## src/rtl/fetch_stage.sv

```systemverilog
// Instruction-fetch stage: owns the PC, prefetches sequential words into a small FIFO and redirects on taken branches.
// Define FETCH_PERF_EN to add the perf_fetched / perf_flushed counters.
module fetch_stage #(
  parameter logic [31:0] RESET_PC   = 32'h0000_0000,
  parameter int          FIFO_DEPTH = 2
) (
  input  logic        clk,
  input  logic        rst,
  output logic        imem_req,
  output logic [31:0] imem_addr,
  input  logic        imem_gnt,
  input  logic        imem_rvalid,
  input  logic [31:0] imem_rdata,
  output logic        instr_valid,
  output logic [31:0] instr_o,
  output logic [31:0] pc_o,
  input  logic        instr_ready,
  input  logic        pc_src,
  input  logic [31:0] imm_ext
`ifdef FETCH_PERF_EN
  ,
  output logic [31:0] perf_fetched,
  output logic [31:0] perf_flushed
`endif
);

  localparam int PW = $clog2(FIFO_DEPTH);
  localparam int CW = PW + 1;

  logic [31:0]   fetchPc_q, fetchPc_d;
  logic [31:0]   respPc_q, respPc_d;
  logic [CW-1:0] count_q, count_d;
  logic [CW-1:0] outst_q, outst_d;
  logic [CW-1:0] discard_q, discard_d;
  logic [PW-1:0] rdPtr_q, rdPtr_d;
  logic [PW-1:0] wrPtr_q, wrPtr_d;
  logic [31:0]   pcMem_q    [FIFO_DEPTH];
  logic [31:0]   instrMem_q [FIFO_DEPTH];

  logic        accept, redirect, credit, issue, resp, drop, push, pop;
  logic [31:0] target;

  assign instr_valid = (count_q != '0);
  assign pc_o        = instr_valid ? pcMem_q[rdPtr_q]    : '0;
  assign instr_o     = instr_valid ? instrMem_q[rdPtr_q] : '0;

  assign accept   = instr_valid & instr_ready;
  assign redirect = accept & pc_src;
  assign target   = (pc_o + imm_ext) & 32'hFFFF_FFFC;

  // Credit counts buffered plus in-flight words, so a response can never find the FIFO full.
  assign credit    = ({1'b0, count_q} + {1'b0, outst_q}) < (CW+1)'(FIFO_DEPTH);
  assign imem_req  = ~rst & ~redirect & credit;
  assign imem_addr = fetchPc_q;

  assign issue = imem_req & imem_gnt;
  assign resp  = imem_rvalid & (outst_q != '0);
  assign drop  = resp & (discard_q != '0);
  assign push  = resp & ~drop & ~redirect;
  assign pop   = accept & ~redirect;

  always_comb begin
    fetchPc_d = fetchPc_q;
    respPc_d  = respPc_q;
    outst_d   = outst_q + CW'(issue) - CW'(resp);
    discard_d = discard_q - CW'(drop);
    count_d   = count_q + CW'(push) - CW'(pop);
    rdPtr_d   = rdPtr_q + PW'(pop);
    wrPtr_d   = wrPtr_q + PW'(push);
    if (issue) fetchPc_d = fetchPc_q + 32'd4;
    if (resp && !drop) respPc_d = respPc_q + 32'd4;
    // Every request still in flight after a redirect belongs to the old path.
    if (redirect) begin
      fetchPc_d = target;
      respPc_d  = target;
      discard_d = outst_q - CW'(resp);
      count_d   = '0;
      rdPtr_d   = '0;
      wrPtr_d   = '0;
    end
  end

  always_ff @(posedge clk or posedge rst) begin
    if (rst) begin
      fetchPc_q <= RESET_PC;
      respPc_q  <= RESET_PC;
      count_q   <= '0;
      outst_q   <= '0;
      discard_q <= '0;
      rdPtr_q   <= '0;
      wrPtr_q   <= '0;
      for (int i = 0; i < FIFO_DEPTH; i++) begin
        pcMem_q[i]    <= '0;
        instrMem_q[i] <= '0;
      end
    end else begin
      fetchPc_q <= fetchPc_d;
      respPc_q  <= respPc_d;
      count_q   <= count_d;
      outst_q   <= outst_d;
      discard_q <= discard_d;
      rdPtr_q   <= rdPtr_d;
      wrPtr_q   <= wrPtr_d;
      if (push) begin
        pcMem_q[wrPtr_q]    <= respPc_q;
        instrMem_q[wrPtr_q] <= imem_rdata;
      end
    end
  end

  assert property (@(posedge clk) disable iff (rst)
    !(push && !pop && (count_q == CW'(FIFO_DEPTH))));

`ifdef FETCH_PERF_EN
  logic [31:0] perfFetched_q, perfFlushed_q;

  // A redirect flushes the entries behind the accepted head plus any same-cycle response.
  always_ff @(posedge clk or posedge rst) begin
    if (rst) begin
      perfFetched_q <= '0;
      perfFlushed_q <= '0;
    end else begin
      if (accept) perfFetched_q <= perfFetched_q + 32'd1;
      if (redirect)
        perfFlushed_q <= perfFlushed_q + 32'(count_q) - 32'd1 + 32'(resp);
      else if (drop)
        perfFlushed_q <= perfFlushed_q + 32'd1;
    end
  end

  assign perf_fetched = perfFetched_q;
  assign perf_flushed = perfFlushed_q;
`endif

endmodule

```

## config.mk

```make
export PLATFORM = sky130hd
export DESIGN_NAME = fetch_stage
export DESIGN_NICKNAME = d
export VERILOG_FILES = /design/src/rtl/fetch_stage.sv
export SDC_FILE = /design/constraint.sdc
export NUM_CORES = 1
export LEC_CHECK = 0
export ABC_AREA = 1
export CELL_PAD_IN_SITES_DETAIL_PLACEMENT = 0
export CELL_PAD_IN_SITES_GLOBAL_PLACEMENT = 1
export CORE_MARGIN = 2
export CORE_UTILIZATION = 40
export DETAILED_ROUTE_END_ITERATION = 7
export MAX_ROUTING_LAYER = met4
export PLACE_DENSITY = 0.92
export SLEW_MARGIN = 20
export SYNTH_ARGS = -nofsm -noshare
export SYNTH_HDL_FRONTEND = slang
export SYNTH_SLANG_ARGS = --single-unit
```

## constraint.sdc

```tcl
create_clock -name clk -period 8.3 [get_ports clk]
set_clock_uncertainty 0.05 [all_clocks]
set_input_delay 1.66 -clock clk [delete_from_list [all_inputs] [get_ports clk]]
set_output_delay 1.66 -clock clk [all_outputs]
set_load 0.1 [all_outputs]
```

==> summary.md <==
* **CTS tree** built
* **wire length per cell after detailed routing** 16.62 um
* **Detail Placement HPWL** 26950 um
* **sequential share of the synthesized area** 39.28%
* **router iterations before antenna repair** 8
* **syn_area_per_cell** 7.190 um^2
* **post-DR vias/cell** 5.182
* **Iteration-0 DRC Markers** 862
* **setup-violating endpoint count in the final report** 0
* **# resized after CTS** 0
* **clock latency of the later-clocked register in the worst-skew pair** 0.45 ns
* **post-CTS setup repair buffer count** 0
* **category of the most critical setup path** in -> out
* **signal arrival time at the worst endpoint** 4.28 ns
* **count of final hold-check violations** 0
* **cell area after synthesis** 12230 um^2
* **level count of the clock H-tree** 4
* **Chip Height** 178.9 um
* **slack of the critical path** 2.308 ns
* **area leader, netlist** dfrtp_1
* **maximum fanout along the worst path** 70
* **Longest Clk Path Bufs** 2
* **top layer used by detailed routing** met4
* **wire length of the first global-routing pass** 58060 um
* **Core Rows** 64
* **setup slack on the worst flop-to-flop path** 3.53 ns
* **number of flops mapped to enable cells by yosys** 0
* **asr flop ratio synth** 100.0%
* **full die area** 31990 um^2
* **portion of synthesized cell area occupied by the leading cell type** 39.28%
* **clock sink count** 192
* **count of cell types in the netlist** 45
* **Met1 Wirelength** 16870 um
* **Syn. warnings** 0
* **kind of start point of the critical path** input pin
* **kind of end point of the critical path** primary output
* **highest-count cells in the layout ignoring fill and taps** nand2_1 (429), inv_1 (221), dfrtp_1 (191), nor2_1 (169)
* **Overflow after GRT** 0
* **DRC viols** 0
* **overall track demand over capacity in global routing** 24.13%
* **total of max-cap violations** 0
* **Period minus WS final** 5.992 ns
* **share of the synthesized netlist area taken by xor and xnor gates** 1.862%
* **largest net degree at the start of global routing** 123
* **Area Growth Syn to Fin** 20.54%
* **Clock transition at path regs** 0.08 ns
* **most common cell after layout, fill and taps aside** nand2_1
* **fin. max-slew vios** 0
* **Finished Cell Area** 14740 um^2
* **Routed met2 length** 16990 um
* **slew at the pin with the worst max-slew slack** 1.049 ns
* **core region area** 30350 um^2
* **area fraction in compound gates after synthesis** 15.21%
* **post-synthesis simple-gate area fraction** 25.82%
* **main combinational cell family by area after synthesis** simple AND/OR/NAND/NOR gates
* **global placer's final weighted congestion** 0.9309
* **fraction of the mapped netlist area in adder cells** 4.256%
* **final cycle utilization of the critical path** 72.20%
* **gate count after technology mapping** 1701
* **met3 WL post-DR** 2178 um
* **x dimension of the die** 178.9 um
* **status** finished, final reports clean
* **via count of the first global-routing pass** 11020
* **highest attainable clock frequency** 166.9 MHz
* **vias after detailed routing** 11560
* **Post-Place Worst Slack** 2.304 ns
* **net count of the finished layout** 1933
* **worst-case headroom to the max-slew limit** 29.82%
* **count of state elements after synthesis** 192
* **cell area reported after detailed placement** 14120 um^2
* **setup TNS after final layout** 0 ns
* **# port buffers** 162
* **biggest area contributors in the synthesized netlist** dfrtp_1 (39%), nand2_1 (13%), inv_1 (6.8%)
* **number of diodes added for antenna fixing** 0
* **Tightest Hold Check Type** reg -> reg
* **layout cells sized above 1** 6.376%
* **total clock buffers created by CTS** 17
* **total length of routed wires** 37080 um
* **remaining antenna violation count after routing** 0
* **cts hold-fix bufs** 0
* **number of antenna violations at the first check in global routing** 0
* **required arrival time at the worst endpoint** 6.59 ns
* **library cell used as clock root buffer** clkbuf_16
* **most frequently used flop master after synthesis** dfrtp_1
* **I/O pin total** 168
* **setup repair after global routing missed its margin** no
* **starting utilization of the core area** 40.30%
* **share of cell area taken by muxes after synthesis** 3.949%
[layer usage]
| layer | track usage [%] | vias to the layer above |
|---|---|---|
| li1 | - | 5738 |
| met4 | 8.130 | 0 |
| met5 | - | - |
| met2 | 38.17 | 350 |
| met3 | 4.114 | 60 |
| met1 | 31.39 | 5412 |
[flip-flops by register name, indices dropped and copies added, names as in the netlist]
register,count
rdPtr_q,1
respPc_q,30
count_q,2
pcMem_q,60
instrMem_q,64
discard_q,2
outst_q,2
imem_addr,30
wrPtr_q,1
[Yosys cell counts (2+ instances only)]
cell type  instances
a21o_1             2
a21oi_1          162
a22oi_1           10
a31oi_1           21
buf_1              5
buf_2             22
buf_4              6
clkbuf_1          36
dfrtp_1          192
ha_1              40
inv_1            222
inv_2              5
mux2_2            42
nand2_1          429
nand2_2            4
nand2_4            3
nand3_1           60
nand3_2            2
nand3b_1          13
nand4_1           19
nor2_1           169
nor2_2             8
nor2_4             4
nor3_1            26
nor3_2             6
o211ai_1           5
o21ai_0          141
o21ai_1            4
o21bai_1           2
o31ai_1            2
xnor2_1            8
xor2_1            18
[worst paths after layout]
| kind | from | endpoint | depth (start not counted) |
|---|---|---|---|
| worst min-delay path | instrMem_q[34] | instrMem_q[34] | 1 |
| worst max-delay path | instr_ready | imem_req | 7 |
| max in group asynchronous | rst | pcMem_q[29] | 3 |
| worst min register to register | instrMem_q[34] | instrMem_q[34] | 1 |
| worst max register to register | count_q[1] | instrMem_q[60] | 11 |
| min in group asynchronous | rst | outst_q[1] | 2 |
[stage by stage]
stage | cells | hold WS (ns) | utilization (%)
after floorplan | 1705 | 0.4208 | -
after global placement | 2198 | 0.4331 | 46.51
after detailed placement | 2198 | 0.4399 | 46.51
after CTS | 2230 | 0.4575 | 48.49
after global routing | 2231 | 0.4692 | 48.58
final | 2231 | 0.4515 | 48.58
[kinds of logic (layout without fill, tap and decap cells)]
family	Yosys count	after routing
other	1	5
xor gates and xnor gates	26	26
buffers and inverters	297	427
and+or+nand+nor	748	748
adders and majority gates	41	41
muxes	43	43
AOI/OAI and AO/OA	353	353
DFF	192	192
[area by class of cell]
type                    instances  area [um^2]
inverters                     227        859.6
flip-flops and latches        192         4808
clock inverters                14        170.2
fillers                      3023        15610
multi-input cells            1216         6294
clock buffers                  18        429.2
repair buffers                168         1687
well taps                     396        495.5
[critical path, stage by stage]
cell and delay, ns:
clkdlybuf4s50_1 0.41, nand2_2 0.09, inv_2 0.07, nand2_4 0.61, nand2_1 0.14, inv_2 0.12, clkdlybuf4s50_1 1.14
Power is left out: the tool's default activity adds up to more than one toggle a clock period on the data nets, which glitch-free logic cannot reach.
